===== config.mk =====
export PLATFORM = sky130hd
export DESIGN_NAME = pipeline_issue_ctrl
export DESIGN_NICKNAME = d
export VERILOG_FILES = /design/src/rtl/pipeline_issue_ctrl.sv
export SDC_FILE = /design/constraint.sdc
export NUM_CORES = 1
export LEC_CHECK = 0
export ABC_AREA = 1
export CELL_PAD_IN_SITES_DETAIL_PLACEMENT = 1
export CELL_PAD_IN_SITES_GLOBAL_PLACEMENT = 2
export CORE_MARGIN = 1.5
export CORE_UTILIZATION = 37
export DETAILED_ROUTE_END_ITERATION = 6
export PLACE_DENSITY_LB_ADDON = 0.1
export SLEW_MARGIN = 20
export SYNTH_ARGS = -nofsm -noshare
export SYNTH_HDL_FRONTEND = slang
export SYNTH_SLANG_ARGS = --single-unit

===== constraint.sdc =====
create_clock -name clk -period 3.9 [get_ports clk]
set_clock_uncertainty 0.1 [all_clocks]
set_input_delay 0.39 -clock clk [delete_from_list [all_inputs] [get_ports clk]]
set_output_delay 0.39 -clock clk [all_outputs]
set_load 0.01 [all_outputs]

===== src/rtl/pipeline_issue_ctrl.sv =====
// pipeline_issue_ctrl: FIFO-buffered issue control with RAW bubbles, retire delay line and counters; OPERAND_MASK_EN limits hazard compares to operands the func reads
module pipeline_issue_ctrl #(
  parameter int         DEPTH        = 4,
  parameter logic [3:0] SCRATCH_REG  = 4'hF,
  parameter logic [7:0] SCRATCH_ADDR = 8'hFF,
  parameter logic [3:0] BUBBLE_FUNC  = 4'hF
) (
  input  logic        clk,
  input  logic        rst_n,
  input  logic        in_valid,
  output logic        in_ready,
  input  logic [3:0]  in_rs1,
  input  logic [3:0]  in_rs2,
  input  logic [3:0]  in_rd,
  input  logic [3:0]  in_func,
  input  logic [7:0]  in_addr,
  input  logic        halt,
  output logic [3:0]  p_rs1,
  output logic [3:0]  p_rs2,
  output logic [3:0]  p_rd,
  output logic [3:0]  p_func,
  output logic [7:0]  p_addr,
  output logic        ret_valid,
  output logic [3:0]  ret_rd,
  output logic        stall,
  output logic        idle,
  output logic [15:0] issue_cnt,
  output logic [15:0] stall_cnt,
  output logic        err_rd
);
  localparam int AW = $clog2(DEPTH);
  logic [23:0] mem [DEPTH];
  logic [23:0] head;
  logic [AW:0] wp, rp;
  logic        empty, full, push, use_a, use_b, hit_a, hit_b, hazard, issue, hstall;
  logic        v0, v1, v2;
  logic [3:0]  rd1, rd2;
  assign head     = mem[rp[AW-1:0]];
  assign empty    = wp == rp;
  assign full     = (wp ^ rp) == {1'b1, {AW{1'b0}}};
  assign in_ready = !full;
  assign push     = in_valid && !full;
`ifdef OPERAND_MASK_EN
  assign use_a = head[11:8] inside {4'h0, 4'h1, 4'h2, 4'h3, 4'h5, 4'h7, 4'h9};
  assign use_b = head[11:8] inside {4'h0, 4'h1, 4'h2, 4'h4, 4'h6, 4'hA};
`else
  assign use_a = 1'b1;
  assign use_b = 1'b1;
`endif
  // v0 tracks the instruction in p_*, v1 the one loaded the edge before
  assign hit_a  = (v0 && p_rd == head[23:20]) || (v1 && rd1 == head[23:20]);
  assign hit_b  = (v0 && p_rd == head[19:16]) || (v1 && rd1 == head[19:16]);
  assign hazard = (use_a && hit_a) || (use_b && hit_b);
  assign issue  = !empty && !halt && !hazard;
  assign hstall = !empty && !halt && hazard;
  assign idle   = empty && !v0 && !v1 && !v2 && !ret_valid;
  always_ff @(posedge clk)
    if (push) mem[wp[AW-1:0]] <= {in_rs1, in_rs2, in_rd, in_func, in_addr};
  always_ff @(posedge clk or negedge rst_n) begin
    if (!rst_n) begin
      wp        <= '0;
      rp        <= '0;
      {p_rs1, p_rs2, p_rd, p_func, p_addr} <= {8'h00, SCRATCH_REG, BUBBLE_FUNC, SCRATCH_ADDR};
      {v0, v1, v2, ret_valid} <= '0;
      rd1       <= '0;
      rd2       <= '0;
      ret_rd    <= '0;
      stall     <= 1'b0;
      issue_cnt <= '0;
      stall_cnt <= '0;
      err_rd    <= 1'b0;
    end else begin
      wp        <= wp + (AW+1)'(push);
      rp        <= rp + (AW+1)'(issue);
      {p_rs1, p_rs2, p_rd, p_func, p_addr} <= issue ? head : {8'h00, SCRATCH_REG, BUBBLE_FUNC, SCRATCH_ADDR};
      v0        <= issue;
      v1        <= v0;
      rd1       <= p_rd;
      v2        <= v1;
      rd2       <= rd1;
      ret_valid <= v2;
      ret_rd    <= rd2;
      stall     <= hstall;
      issue_cnt <= issue_cnt + 16'(issue && issue_cnt != 16'hFFFF);
      stall_cnt <= stall_cnt + 16'(hstall && stall_cnt != 16'hFFFF);
      err_rd    <= err_rd || (push && in_rd == SCRATCH_REG);
    end
  end
endmodule

**Word level (Yosys, flattened, before mapping)**

Memory sizes are Yosys's and may differ from the RTL's.
Cells that the tools add are included.

- $add $sub $neg: 4
- Multiply operators: 0
- Div/mod/pow operators: 0
- Magnitude comparators: 0
- Equality and inequality tests: 9
- Shifts and indexed selects: 0
- Multiplexer cells: 3
- Bitwise operators: 1
- Reduce and logical (&&, ||, !) cells: 27

Operators with widths:

| cell | number |
|---|---|
| adder 16 x 1 -> 16 bit | 2 |
| != test 16 bit (second input constant) | 2 |
| 2-to-1 mux 24 bit | 1 |
| == test 4 bit | 4 |
| logical AND 1 bit | 15 |
| zero test 1 bit | 8 |
| adder 3 x 1 -> 3 bit | 2 |
| == test 4 bit (second input constant) | 1 |
| logical OR 1 bit | 4 |
| == test 3 bit | 1 |
| == test 3 bit (second input constant) | 1 |
| XOR 3 bit | 1 |
| 2-to-1 mux 1 bit | 2 |

- Register bits: 80
- Bits in latches: 0
- RAM bits: 96
- Memory bits (read-only): 0
- Input port bits: 28
- Output and inout bits: 65
- Logic and storage cells: 63
- Memories: 1

Memories:

| name | words | width | rd ports | clocked after memory_dff | wr ports | line | text |
|---|---|---|---|---|---|---|---|
| mem | 4 | 24 | 1 | 0 | 1 | 32 | `logic [23:0] mem [DEPTH];` |

**Depth between registers and ports, before layout**

Gate-level depths: netlist of the first run.
An unclocked memory read counts as a cell.

- Word-level depth: 9
- Depth in mapped cells: 22
- Mapped depth without buffers: 21

**Worst setup path before layout of the first run**

OpenSTA, ideal clock, no wires.

- Path kind: reg-to-reg
- Start point: register rp[0]
- End point: memory mem[2][0] (enable)
- Library setup time: 0.435 ns
- Arrival: 2.687 ns
- Data required time: 3.365 ns
- Slack: 0.678 ns
- Cell stages (with the launch flop): 8
- Buffers on the path: 1
- Clock period less this slack: 3.222 ns
- Cell sequence: dfrtp_1 -> inv_2 -> buf_4 -> nand2_1 -> a21oi_1 -> nand2_1 -> nand2_1 -> nor3_1

- Word-level cells in the longest chain between the ends: 6

RTL lines:

| element | line | text |
|---|---|---|
| start: declaration | 34 | `logic [AW:0] wp, rp;` |
| start signal: assignment | 74 | `rp <= rp + (AW+1)'(issue);` |
| XOR 3 bit | 40 | `assign full = (wp ^ rp) == {1'b1, {AW{1'b0}}};` |
| == test 3 bit | 40 |  |
| zero test 1 bit | n/a |  |
| via in_ready | 11 | `output logic in_ready,` |
| logical AND 1 bit | 42 | `assign push = in_valid && !full;` |
| 2-to-1 mux 1 bit | 58 | `if (push) mem[wp[AW-1:0]] <= {in_rs1, in_rs2, in_rd, in_func, in_addr};` |
| 2-to-1 mux 1 bit (not written as such) | 58 |  |
| end: declaration | 32 |  |

The timed path passes the listed nets, and every way through them passes these cells.

**Worst setup path in the final report of the first run**

- Start point: register rp[0]
- End point: register issue_cnt[15]

- Word-level cells in the longest chain between the ends: 9
- Elaborated cells between the ends (all ways): 19
- Classes of those cells: add/sub (1); eq/ne (5); reduce/logical (12); memory (1)

RTL lines:

| element | line | text |
|---|---|---|
| memory (4 x 24 bit) | n/a |  |
| == test 4 bit, on equally long branches | 51, 52 |  |
| logical AND 1 bit, on equally long branches | 51, 52 |  |
| logical OR 1 bit, on equally long branches | 51, 52 |  |
| logical OR 1 bit | 53 | `assign hazard = (use_a && hit_a) \|\| (use_b && hit_b);` |
| zero test 1 bit | 54 | `assign issue = !empty && !halt && !hazard;` |
| logical AND 1 bit * | 54 |  |
| logical AND 1 bit * | 84 | `issue_cnt <= issue_cnt + 16'(issue && issue_cnt != 16'hFFFF);` |
| adder 16 x 1 -> 16 bit * | 84 |  |
| end signal: assignment | 84 |  |
| end: declaration | 27 | `output logic [15:0] issue_cnt,` |

Every way passes the cells marked *; elsewhere a longest branch is shown, timed or not.

==> results of run 1 <==
==> kinds of logic after synthesis <==
kind of cell             count (synthesis)  share of synthesized area [%]
flip-flops                             176                           70.8
XOR/XNOR                                31                           3.92
buffers and inverters                   42                           2.91
AND/OR/NAND/NOR                        268                           17.0
adder cells (fa/ha/maj)                  9                           1.63
AO/OA/AOI/OAI                           35                           3.74
==> cell usage after synthesis (16+ instances only) <==
| cell type | n | area share, % |
|---|---|---|
| nand3_1 | 34 | 2.5 |
| xor2_1 | 20 | 2.5 |
| edfxtp_1 | 96 | 42 |
| dfrtp_1 | 64 | 23 |
| nand2_1 | 162 | 8.8 |
| nor2_1 | 31 | 1.7 |
| dfstp_2 | 16 | 6.1 |
| a21oi_1 | 17 | 1.2 |
| inv_1 | 24 | 1.3 |
| a32o_1 | 16 | 2.3 |
==> metal layers <==
layer,routed length [um],track usage [%],vias to the layer above
li1,-,-,2143
met1,7410,22.4,2202
met2,7500,27.9,89
met3,641,3.72,16
met4,251,6.70,0
met5,0,0,-
==> worst register-to-register path, cell delays in order (launching register included) <==
cell and delay [ns]:
dfrtp_1 0.41, inv_2 0.17, buf_4 0.30, nand2_1 0.12
a21oi_1 0.08, nand2_1 0.18, nand2_1 0.19, inv_1 0.14
nand3_2 0.21, nor2_1 0.16, ha_1 0.22, nand3_1 0.12
nor2_1 0.21, nand4_1 0.22, nor2_1 0.23, nand4_1 0.13
xnor2_1 0.14
==> final timing paths <==
path	from	endpoint	slack [ns]
max	rp[0]	issue_cnt[15]	0.46
min	rst_n	issue_cnt[6]	-0.004
max reg2reg	rp[0]	issue_cnt[15]	0.46
min reg2reg	rd2[0]	ret_rd[0]	0.24
max in group asynchronous	rst_n	p_addr[1]	2.86
min in group clk	rd2[0]	ret_rd[0]	0.24
==> stage by stage <==
step	area, sq um	hold WS [ns]	std cells	utilization (%)
after floorplan	6930	-0.00559	561	-
after global placement	8160	0.235	881	45.0
after detailed placement	8160	0.236	881	45.0
after CTS	8760	0.0283	913	48.3
after global routing	8760	0.0701	913	48.3
final	8760	-0.00413	913	48.3
==> final cells by class <==
cell class / instances / area (sq um)
fill: 1918 / 9390
sequential: 176 / 4910
multi-input combinational: 343 / 1840
timing repair buffer: 107 / 1030
clock buffer: 17 / 425
tap: 229 / 287
clock inverter: 15 / 170
inverter: 26 / 97.6
==> where the power goes <==
part	internal, uW	switching (uW)
Sequential	2500	269
Clock	962	749
Combinational	881	1360
Total	4340	2380
==> state kept, by name, indices dropped and copies added (netlist names), 3 cells and up <==
name       count
p_rs1          4
p_func         4
issue_cnt     16
rd1            4
rp             3
stall_cnt     16
p_rd           4
rd2            4
p_rs2          4
wp             3
ret_rd         4
mem           96
p_addr         8
==> timing repair <==
action                                  in CTS  in global routing
setup buffers                                0                  0
endpoints found under the setup margin       0                  2
hold buffers                                 0                  0
resized for setup                            0                  2
==> results.tsv, run 1 <==
stage	metric	value	unit
detailed_routing	routedWlPerCell	17.3	um
clock_network	clkSlewWorstSetupHoldPaths	0.07	ns
timing	setup_viol	0	
cells_and_area	final_common_cell	nand2_1	
die	ioPinCount	93	
power_and_ir_drop	p_total	6720	uW
critical_path	critical_path.cell_chain	inv_2 > buf_4 > nand2_1 > a21oi_1 > nand2_1 > nand2_1 > inv_1 > nand3_2 > nor2_1 > ha_1 > nand3_1 > nor2_1 > nand4_1 > nor2_1 > nand4_1 > xnor2_1	
critical_path	path_class	reg2reg	
synthesis	synth_cells	561	
detailed_routing	drt_pass1_iterations	6	
clock_network	cts_buffers	17	
synthesis	yosysWarnings	0	
die	die_w	140	um
detailed_routing	drt-initial-drc-count	252	
clock_network	cts_buffer_depth	2	
placed_design	hpwl	10800	um
timing	tns	0	ns
timing	tightest_slew	0.945	ns
synthesis	synth-edff-count	96	
power_and_ir_drop	power.density	767	mW/mm^2
critical_path	crit_buf_inv	3	
global_routing	grt_pass1_wl	25400	um
synthesis	async_reset_ff_share	45.5	%
timing	period_needed	3.44	ns
cells_and_area	final_cell_mix	nand2_1, edfxtp_1, clkdlybuf4s50_1	
die	die-area	0.0196	sq mm
power_and_ir_drop	leakagePower	0.00359	uW
clock_network	clock_latency	0.43	ns
critical_path	cp.depth	16	
critical_path	crit_path_start_kind	flip-flop	
min_path	hold_path_class	in2async	
global_routing	grt_max_degree	70	
critical_path	endpoint_kind	flip-flop	
power_and_ir_drop	ir_drop	0.000413	V
cells_and_area	synthToLayoutAreaGrowth	26.5	%
synthesis	avgSynthCellArea	12.3	sq um
critical_path	cp_slowest_cell	dfrtp_1	
detailed_routing	vias_per_cell	4.87	
critical_path	cp_top_family	simple AND/OR/NAND/NOR gates	
clock_network	root_buffer	clkbuf_16	
timing	finalMaxSlewViolations	0	
critical_path	worstRegToRegCells	16	
synthesis	synthFlopType	edfxtp_1	
global_routing	grt_pass1_vias	4736	
timing	max_freq	0.290	GHz
timing	worst_slack	0.456	ns
clock_network	clock_sinks	176	
die	core	0.0181	sq mm
global_routing	overflow	0	
placed_design	place_ws	0.361	ns
placed_design	gp_congestion	0.754	
timing	finalCritPeriodShare	88.3	%
die	die_h	140	um
critical_path	cp.arrival	3.66	ns
cells_and_area	layout-drive-gt1-share	13.2	%
detailed_routing	ant_nets	0	
timing	slew_headroom	37.0	%
timing	finalHoldWorstSlack	-0.00413	ns
placed_design	io_buffers	92	
global_routing	grtUsageTotal	17.1	%
outcome	violations	DRC, hold timing	
timing	hold_viol_final	2	
critical_path	cp_data_required_time	4.12	ns
outcome	status	finished with violations	
critical_path	critPathMaxStageDelay	0.41	ns
clock_network	h-tree-depth	4	
synthesis	yosysSeqAreaShare	70.8	%
detailed_routing	routed_wl	15800	um
global_routing	grt_antenna_before_repair	0	
clock_network	cts_tree	built	
synthesis	synth_area	0.00693	sq mm
die	start_util	38.2	%
timing	grt_setup_unrepaired	false	
synthesis	synth.distinct_cells	29	
synthesis	synth_seq_cells	176	
synthesis	syn_nets	598	
die	std_cell_rows	49	
run	cap_violations	0	
detailed_routing	drcViolationCount	8	
detailed_routing	vias	4450	
cells_and_area	insertedDiodeCount	0	
cells_and_area	nNetsFinal	708	
critical_path	cp_max_fo	33	
(Power assumes the default switching activity.)
==> run 2: changes to the inputs <==
==> constraint.sdc (replaced) <==
create_clock -name clk -period 3.5 [get_ports clk]
set_clock_uncertainty 0.1 [all_clocks]
set_input_delay 0.35 -clock clk [delete_from_list [all_inputs] [get_ports clk]]
set_output_delay 0.35 -clock clk [all_outputs]
set_load 0.01 [all_outputs]
==> results.tsv, run 2 (same netlist as run 1, synthesis figures left out) <==
stage	metric	value	unit
outcome	status	finished with violations	
outcome	violations	DRC	
cells_and_area	layout-drive-gt1-share	14.1	%
placed_design	io_buffers	92	
critical_path	critPathMaxStageDelay	0.42	ns
clock_network	cts_tree	built	
placed_design	dp_cells	884	
die	start_util	38.2	%
critical_path	cp_data_required_time	3.75	ns
timing	tightest_slew	0.425	ns
placed_design	hpwl	10800	um
die	die_h	140	um
detailed_routing	routedWlPerCell	17.2	um
timing	hold_viol_final	0	
cells_and_area	largest_register_ffs	96	
min_path	hold_start	rd2[1]	
detailed_routing	vias_per_cell	4.94	
detailed_routing	drcViolationCount	7	
timing	grt_setup_unrepaired	true	
critical_path	r2r-end	stall_cnt[15]	
placed_design	postPlaceCellArea	0.00818	sq mm
detailed_routing	vias	4532	
placed_design	gp_congestion	0.779	
critical_path	cp_slowest_cell	dfrtp_1	
detailed_routing	ant_nets	0	
die	die-area	0.0196	sq mm
placed_design	place_ws	0.158	ns
critical_path	ff2ff_setup_slack	0.38	ns
critical_path	critical_path.cell_chain	buf_6 > nand2_1 > nand3_1 > nand2_1 > nand2_1 > nand2_1 > nor2_1 > nand2_1 > nand2_1 > nand2_2 > nand2_4 > nand2_1 > nor2_1 > ha_1 > nand3_1 > nor2_1 > nand2_1 > nor3_2 > nand3_2 > nor3_2 > xor2_1	
power_and_ir_drop	leakagePower	0.00364	uW
clock_network	clkSlewWorstSetupHoldPaths	0.07	ns
cells_and_area	stdcell_area	0.00885	sq mm
power_and_ir_drop	power.density	851	mW/mm^2
global_routing	grtUsageTotal	17.4	%
clock_network	cts_buffer_depth	2	
cells_and_area	insertedDiodeCount	0	
cells_and_area	final_cell_mix	nand2_1, edfxtp_1, clkdlybuf4s50_1	
critical_path	crit_path_start_kind	flip-flop	
die	die_w	140	um
clock_network	h-tree-depth	4	
clock_network	cts_buffers	17	
detailed_routing	drt_pass1_iterations	7	
timing	slew_headroom	71.6	%
detailed_routing	drt-initial-drc-count	253	
critical_path	path_class	reg2reg	
cells_and_area	finish.utilization	48.7	%
timing	worst_slack	0.378	ns
die	std_cell_rows	49	
cells_and_area	nNetsFinal	712	
min_path	holdPathStages	0	
critical_path	cp_max_fo	17	
timing	period_needed	3.12	ns
min_path	hold_path_end	ret_rd[1]	
timing	finalMaxSlewViolations	0	
die	core	0.0181	sq mm
critical_path	worstReg2RegStart	rp[0]	
cells_and_area	final_common_cell	nand2_1	
critical_path	critPathLaunch	rp[0]	
critical_path	path_common_cell	nand2_1	
timing	max_freq	0.320	GHz
global_routing	overflow	0	
cells_and_area	layoutNonFillerInstCount	917	
clock_network	post_cts_buffers	0	
timing	tns	0	ns
critical_path	endpoint_kind	flip-flop	
critical_path	worstRegToRegCells	21	
clock_network	clock_sinks	176	
global_routing	grt_antenna_before_repair	0	
global_routing	grt_pass1_wl	26100	um
cells_and_area	synthToLayoutAreaGrowth	27.7	%
min_path	hold_path_class	reg2reg	
clock_network	root_buffer	clkbuf_16	
power_and_ir_drop	ir_drop	0.000435	V
clock_network	clock_latency	0.43	ns
run	cap_violations	0	
timing	setup_viol	0	
critical_path	cp.arrival	3.37	ns
die	ioPinCount	93	
global_routing	grt_max_degree	35	
detailed_routing	routed_wl	15700	um
global_routing	grt_pass1_vias	4930	
timing	finalCritPeriodShare	89.2	%
[run 2: what timing repair did]
action,CTS,global route
hold buffers,1,0
endpoints found under the setup margin,0,5
resized for setup,0,9
endpoints found under the hold margin,32,0
[run 2: how the worst max path moves through the flow]
stage | slack, ns | to | cells after the start
floorplan | 0.28 | mem[2][0] | 7
global placement | 0.23 | stall_cnt[15] | 21
detailed placement | 0.16 | stall_cnt[15] | 21
CTS | 0.12 | stall_cnt[15] | 21
global route | -0.02 | stall_cnt[15] | 21
finish | 0.38 | stall_cnt[15] | 21
[run 2: where the power goes]
part,switching [uW],total (uW),internal [uW]
sequential,281,3070,2780
combinational,1540,2540,996
clock,889,1920,1030
total,2710,7520,4810
[run 2: final cells by class]
type,count,area [sq um]
fill,1910,9300
clock inverter,15,188
sequential,176,4900
tap,229,287
clock buffer,17,425
timing repair buffer,111,1070
multi-input combinational,343,1870
inverter,26,100
[run 2: stage by stage]
stage / hold slack [ns] / total power, uW
6_report: 0.250 / 7520
5_1_grt: 0.258 / 8050
4_1_cts: 0.253 / 7650
3_5_place_dp: 0.221 / 5700
3_3_place_gp: 0.218 / 5610
2_1_floorplan: -0.0456 / 4630
[run 2: per-layer routing]
metal	share of wire, %	routed length [um]	track usage (%)
met4	1.2	196	5.87
met5	0	0	0
met2	50	7810	30.2
met3	3.2	501	3.20
met1	46	7230	22.1
[run 2: worst max-delay path, delay by kind of cell, from the launching register on]
family	cells	cell delay, ns
and+or+nand+nor	18	1.93
DFF	1	0.42
buffers and inverters	1	0.20
adders and majority gates	1	0.20
xor gates and xnor gates	1	0.18
==> run 3: changes to the inputs <==
--- a/config.mk
+++ b/config.mk
@@ -11,6 +11,7 @@
 export CORE_MARGIN = 1.5
 export CORE_UTILIZATION = 37
 export DETAILED_ROUTE_END_ITERATION = 6
+export GPL_ROUTABILITY_DRIVEN = 0
 export PLACE_DENSITY_LB_ADDON = 0.1
 export SLEW_MARGIN = 20
 export SYNTH_ARGS = -nofsm -noshare
==> results of run 3 <==
Same layout as run 2: the final DEF is identical, and so are final timing and power.
